**src/rtl/l2dr_arb.sv**
```systemverilog
// L2 / L2TLB to directory arbiter: two round-robin merge channels (req, disp)
// with one-entry output registers, plus a two-way snack router toward the sources.

typedef struct packed {
  logic [4:0]  nid;
  logic [3:0]  l2id;
  logic [2:0]  cmd;
  logic [31:0] paddr;
} I_l2todr_req_type;

typedef struct packed {
  logic [4:0]  nid;
  logic [3:0]  l2id;
  logic [5:0]  drid;
  logic [15:0] mask;
  logic [1:0]  dcmd;
  logic [63:0] line;
} I_l2todr_disp_type;

typedef struct packed {
  logic [4:0]  nid;
  logic [3:0]  l2id;
  logic [5:0]  drid;
  logic [4:0]  snack;
  logic [31:0] paddr;
} I_drtol2_snack_type;

module l2dr_arb #(
  parameter int unsigned NID_SEL = 0
) (
  input  logic               clk,
  input  logic               reset,

  input  logic               l2_req_valid,
  output logic               l2_req_retry,
  input  I_l2todr_req_type   l2_req,
  input  logic               tlb_req_valid,
  output logic               tlb_req_retry,
  input  I_l2todr_req_type   tlb_req,
  output logic               l2todr_req_valid,
  input  logic               l2todr_req_retry,
  output I_l2todr_req_type   l2todr_req,

  input  logic               l2_disp_valid,
  output logic               l2_disp_retry,
  input  I_l2todr_disp_type  l2_disp,
  input  logic               tlb_disp_valid,
  output logic               tlb_disp_retry,
  input  I_l2todr_disp_type  tlb_disp,
  output logic               l2todr_disp_valid,
  input  logic               l2todr_disp_retry,
  output I_l2todr_disp_type  l2todr_disp,

  input  logic               drtol2_snack_valid,
  output logic               drtol2_snack_retry,
  input  I_drtol2_snack_type drtol2_snack,
  output logic               snack_l2_valid,
  input  logic               snack_l2_retry,
  output I_drtol2_snack_type snack_l2_data,
  output logic               snack_tlb_valid,
  input  logic               snack_tlb_retry,
  output I_drtol2_snack_type snack_tlb_data
);

  // bit 0 = grant source a (L2), bit 1 = grant source b (L2TLB)
  function automatic logic [1:0] rr_grant(input logic can, input logic av,
                                          input logic bv, input logic ptr);
    rr_grant[0] = can && av && (!bv || !ptr);
    rr_grant[1] = can && bv && (!av || ptr);
  endfunction

  logic             rq_full_q, rq_full_d, rq_ptr_q, rq_ptr_d, rq_ga, rq_gb;
  I_l2todr_req_type rq_data_q, rq_data_d;

  always_comb begin
    {rq_gb, rq_ga} = rr_grant(!reset && (!rq_full_q || !l2todr_req_retry),
                              l2_req_valid, tlb_req_valid, rq_ptr_q);
    l2_req_retry  = !rq_ga;
    tlb_req_retry = !rq_gb;
    rq_full_d     = (rq_full_q && l2todr_req_retry) || rq_ga || rq_gb;
    rq_ptr_d      = rq_ptr_q;
    rq_data_d     = rq_data_q;
    if (rq_ga) begin
      rq_ptr_d               = 1'b1;
      rq_data_d              = l2_req;
      rq_data_d.nid[NID_SEL] = 1'b0;
    end else if (rq_gb) begin
      rq_ptr_d               = 1'b0;
      rq_data_d              = tlb_req;
      rq_data_d.nid[NID_SEL] = 1'b1;
    end
  end

  logic              dp_full_q, dp_full_d, dp_ptr_q, dp_ptr_d, dp_ga, dp_gb;
  I_l2todr_disp_type dp_data_q, dp_data_d;

  always_comb begin
    {dp_gb, dp_ga} = rr_grant(!reset && (!dp_full_q || !l2todr_disp_retry),
                              l2_disp_valid, tlb_disp_valid, dp_ptr_q);
    l2_disp_retry  = !dp_ga;
    tlb_disp_retry = !dp_gb;
    dp_full_d      = (dp_full_q && l2todr_disp_retry) || dp_ga || dp_gb;
    dp_ptr_d       = dp_ptr_q;
    dp_data_d      = dp_data_q;
    if (dp_ga) begin
      dp_ptr_d               = 1'b1;
      dp_data_d              = l2_disp;
      dp_data_d.nid[NID_SEL] = 1'b0;
    end else if (dp_gb) begin
      dp_ptr_d               = 1'b0;
      dp_data_d              = tlb_disp;
      dp_data_d.nid[NID_SEL] = 1'b1;
    end
  end

  logic               sn_sel, sn_acc;
  logic               sl2_full_q, sl2_full_d, stl_full_q, stl_full_d;
  I_drtol2_snack_type sl2_data_q, sl2_data_d, stl_data_q, stl_data_d;

  // Input retry looks only at the destination it steers to, so a stalled
  // path never blocks snacks headed for the other one.
  always_comb begin
    sn_sel             = drtol2_snack.nid[NID_SEL];
    drtol2_snack_retry = reset || (sn_sel ? (stl_full_q && snack_tlb_retry)
                                          : (sl2_full_q && snack_l2_retry));
    sn_acc             = drtol2_snack_valid && !drtol2_snack_retry;
    sl2_full_d         = (sl2_full_q && snack_l2_retry)  || (sn_acc && !sn_sel);
    stl_full_d         = (stl_full_q && snack_tlb_retry) || (sn_acc &&  sn_sel);
    sl2_data_d         = (sn_acc && !sn_sel) ? drtol2_snack : sl2_data_q;
    stl_data_d         = (sn_acc &&  sn_sel) ? drtol2_snack : stl_data_q;
  end

  always_ff @(posedge clk) begin
    if (reset) begin
      rq_full_q  <= 1'b0;
      rq_ptr_q   <= 1'b0;
      dp_full_q  <= 1'b0;
      dp_ptr_q   <= 1'b0;
      sl2_full_q <= 1'b0;
      stl_full_q <= 1'b0;
    end else begin
      rq_full_q  <= rq_full_d;
      rq_ptr_q   <= rq_ptr_d;
      dp_full_q  <= dp_full_d;
      dp_ptr_q   <= dp_ptr_d;
      sl2_full_q <= sl2_full_d;
      stl_full_q <= stl_full_d;
    end
    rq_data_q  <= rq_data_d;
    dp_data_q  <= dp_data_d;
    sl2_data_q <= sl2_data_d;
    stl_data_q <= stl_data_d;
  end

  assign l2todr_req_valid  = rq_full_q && !reset;
  assign l2todr_req        = rq_data_q;
  assign l2todr_disp_valid = dp_full_q && !reset;
  assign l2todr_disp       = dp_data_q;
  assign snack_l2_valid    = sl2_full_q && !reset;
  assign snack_l2_data     = sl2_data_q;
  assign snack_tlb_valid   = stl_full_q && !reset;
  assign snack_tlb_data    = stl_data_q;

endmodule
```
**config.mk**
```make
export PLATFORM = sky130hd
export DESIGN_NAME = l2dr_arb
export DESIGN_NICKNAME = d
export VERILOG_FILES = /design/src/rtl/l2dr_arb.sv
export SDC_FILE = /design/constraint.sdc
export NUM_CORES = 1
export LEC_CHECK = 0
export CORE_AREA = 2 2 235 237
export DETAILED_ROUTE_END_ITERATION = 10
export DIE_AREA = 0 0 237 239
export PLACE_DENSITY = 0.5
export SLEW_MARGIN = 0
export SYNTH_ARGS = -nofsm -noshare
export SYNTH_HDL_FRONTEND = slang
export SYNTH_SLANG_ARGS = --single-unit
```
**constraint.sdc**
```tcl
create_clock -name clk -period 16.1 [get_ports clk]
set_clock_uncertainty 0.15 [all_clocks]
set_input_delay 1.61 -clock clk [delete_from_list [all_inputs] [get_ports clk]]
set_output_delay 1.61 -clock clk [all_outputs]
set_load 0.05 [all_outputs]
```
==> impl_metrics.csv <==
group,metric,value,unit
die,core-area,54300,sq um
die,area_enclosed_by_the_die_boundary,56600,sq um
global_route,grt_start_max_net_pins,90,
synth,synth.largest_area_cell,"sky130_fd_sc_hd__edfxtp_1",
pwr,max-vdd-ir-drop,53.6,uV
global_route,grt_util_all_layers,11.0,%
synth,post_synth_instance_area,9100,sq um
cts,tritoncts,"yes",
critical_path,critPathLaunch,"reset",
route,final_routed_wire_length_divided_by_cell_count,18.8,um
critical_path,path_class,"in -> out",
cts,root_buffer,"sky130_fd_sc_hd__clkbuf_16",
synth,synthesized_area_divided_by_synthesized_cell_count,19.6,sq um
critical_path,setup.worst_path.end_class,"output pin",
die,die_w,237,um
sta,timing.final.crit_share,35.6,%
cts,worst_skew_pair.late_latency,0.57,ns
pwr,powerDensity,105,nW/um^2
finish,utilization,30.8,%
finish,mostFrequentLayoutCell,"sky130_fd_sc_hd__clkdlybuf4s50_1",
route,drc,0,
synth,yosys.area.top_type_share,80.2,%
critical_path,crit_family,"buffers and inverters",
die,fp-row-count,86,
placed_design,gpl.final_weighted_congestion,0.742,
sta,hold_violations,0,
synth,synth.top_cells.by_area,"sky130_fd_sc_hd__edfxtp_1, sky130_fd_sc_hd__a22o_1, sky130_fd_sc_hd__dfxtp_1, sky130_fd_sc_hd__buf_2, sky130_fd_sc_hd__buf_6",
finish,final.fill_count,5453,
sta,setup_violating_endpoint_count_in_the_final_report,0,
route,drt_wl_total,33600,um
route,route.detailed.vias_per_inst,3.79,
critical_path,regToRegStartpoint,"dp_full_q",
sta,slew_of_the_pin_with_the_lowest_slew_margin,1.07,ns
synth,syn_nets,809,
global_route,grt_first_pass_wirelength,46200,um
placed_design,place.port_buffers,594,
critical_path,critical_path_required,14.34,ns
cts,cts.repair_timing.setup_buffer_count,0,
route,antenna_left,0,
flow_run,drv.max_cap_violation_count,0,
status,status,"finished, final reports clean",
sta,maxClockFrequency,0.174,GHz
critical_path,critPathMaxFanout,44,
die,start_util,16.7,%
finish,most_used_cells_in_the_layout_excluding_fill_and_tap_cells,"sky130_fd_sc_hd__clkdlybuf4s50_1, sky130_fd_sc_hd__edfxtp_1, sky130_fd_sc_hd__a22o_1, sky130_fd_sc_hd__clkbuf_16",
cts,clock_sink_count,251,
placed_design,place_hpwl,25500,um
critical_path,buffers_inverters_on_critical_path,5,
sta,final_period_minus_worst_setup_slack,5.74,ns
critical_path,wp_data_arrival,3.98,ns
synth,ys.warnings.count,0,
critical_path,crit_path_cell_trace,"clkdlybuf4s50_1, buf_4, a21oi_1, and3_1, buf_4, inv_1, clkdlybuf4s50_1",
cts,cts_resized,0,
finish,fin_nets,1409,
sta,post_route_setup_tns,0,ns
synth,ys_seq_area_share,82.0,%
placed_design,dpl_worst_slack,10.28,ns
die,io-pin-count,599,
worst_hold_path,hold_class,"reg -> reg",
synth,post_synth_num_cell_types,20,
pwr,total_leakage_power,5.76,nW
sta,slew_violations,0,
global_route,global_route.overflow_total,0,
global_route,initial_antenna_violation_count,4,
sta,fin_worst_hold_slack,0.313,ns
cts,clkTransAtPathRegs,0.06,ns
critical_path,worstSetupStartpointType,"input pin",
sta,grt_setup_unrepaired,"no",
cts,cts-root-to-sink-buffers,3,
synth,postSynthRegisterBits,251,
die,dieHeight,239,um
sta,timing.slew.headroom,28.7,%
cts,number_of_hold_repair_buffers_added_at_the_cts_stage,0,
finish,layout-area-overhead-vs-synth,83.7,%
cts,cts-buffers-inserted,29,
global_route,first_global_vias,6924,
cts,cts_max_level,1,
route,drtPass1Iterations,4,
finish,multiInputGateArea,1470,sq um
synth,post_synth_inst_count,464,
finish,final_layout_size_suffix_gt1_share,4.70,%
finish,seqCellArea,7460,sq um
critical_path,critPathSlowestCell,"sky130_fd_sc_hd__clkdlybuf4s50_1",
route,detailedRoute.firstIterationViolations,208,
worst_hold_path,hold_path_startpoint,"l2todr_req[39]",
pwr,design_power_total,0.00176,W
route,vias,6787,
critical_path,critical_path.max_stage_delay,0.75,ns
sta,final_critical_path_setup_slack,10.36,ns
[layer usage]
metal | GRT usage [%] | wire length [um] | up-vias
li1 | - | - | 3136
met1 | 13.0 | 13300 | 3304
met2 | 19.0 | 16800 | 304
met3 | 3.57 | 2820 | 39
met4 | 2.93 | 571 | 4
met5 | 0 | 33 | -
[registers in the layout, indices dropped and copies added, names as in the netlist]
signal and cells:
snack_tlb_data 52, stl_full_q 1, snack_l2_data 52, rq_ptr_q 1, dp_full_q 1, l2todr_disp 97
rq_full_q 1, l2todr_req 44, sl2_full_q 1, dp_ptr_q 1
[path summary, 6_finish.rpt]
path / slack [ns] / to / cells past startpoint
min reg2reg: 0.31 / l2todr_req[39] / 1
max reg2reg: 13.28 / l2todr_disp[81] / 5
min: 0.31 / l2todr_req[39] / 1
max: 10.36 / l2_req_retry / 7
[metrics by stage]
step | cells | area (sq um)
after floorplan | 464 | 9100
after global placement | 1737 | 15800
after detailed placement | 1737 | 15800
after CTS | 1788 | 16700
after global routing | 1788 | 16700
final | 1789 | 16700
[cells in the mapped netlist]
| cell | number |
|---|---|
| sky130_fd_sc_hd__and3_1 | 4 |
| sky130_fd_sc_hd__nor2b_1 | 4 |
| sky130_fd_sc_hd__a22o_1 | 139 |
| sky130_fd_sc_hd__a211oi_1 | 2 |
| sky130_fd_sc_hd__edfxtp_1 | 243 |
| sky130_fd_sc_hd__nor3b_1 | 1 |
| sky130_fd_sc_hd__buf_4 | 3 |
| sky130_fd_sc_hd__nand2b_1 | 5 |
| sky130_fd_sc_hd__nand3b_1 | 1 |
| sky130_fd_sc_hd__o21a_1 | 3 |
| sky130_fd_sc_hd__nand2_1 | 6 |
| sky130_fd_sc_hd__inv_1 | 4 |
| sky130_fd_sc_hd__nor2_1 | 4 |
| sky130_fd_sc_hd__buf_2 | 25 |
| sky130_fd_sc_hd__dfxtp_1 | 8 |
| sky130_fd_sc_hd__buf_6 | 4 |
| sky130_fd_sc_hd__o21ai_0 | 2 |
| sky130_fd_sc_hd__a21oi_1 | 4 |
| sky130_fd_sc_hd__a311o_1 | 1 |
| sky130_fd_sc_hd__clkbuf_1 | 1 |
[layout make-up]
| class | instances | area share (%) |
|---|---|---|
| clock inverters | 15 | 0.801 |
| inverters | 4 | 0.0898 |
| clock buffers | 36 | 4.50 |
| repair buffers | 602 | 35.9 |
| well taps | 704 | 5.27 |
| flip-flops and latches | 251 | 44.6 |
| diodes | 1 | 0.0150 |
| multi-input cells | 176 | 8.77 |
[cells by family (layout without fill, tap and decap cells)]
kind of cell	count (synthesis)	after routing	synth area share, %
AO/OA/AOI/OAI	151	151	14.2
flip-flops	251	251	82.0
buffers and inverters	37	657	2.32
other	0	1	0
AND/OR/NAND/NOR	25	25	1.47
[power by group]
part | switching, W | leakage, nW | internal (W) | total (W)
clock | 0.000265 | 0.430 | 0.000361 | 0.000626
combinational | 0.000206 | 2.96 | 0.000150 | 0.000356
sequential | 0.0000116 | 2.37 | 0.000766 | 0.000777
total | 0.000482 | 5.76 | 0.00128 | 0.00176
(Power assumes the default switching activity.)
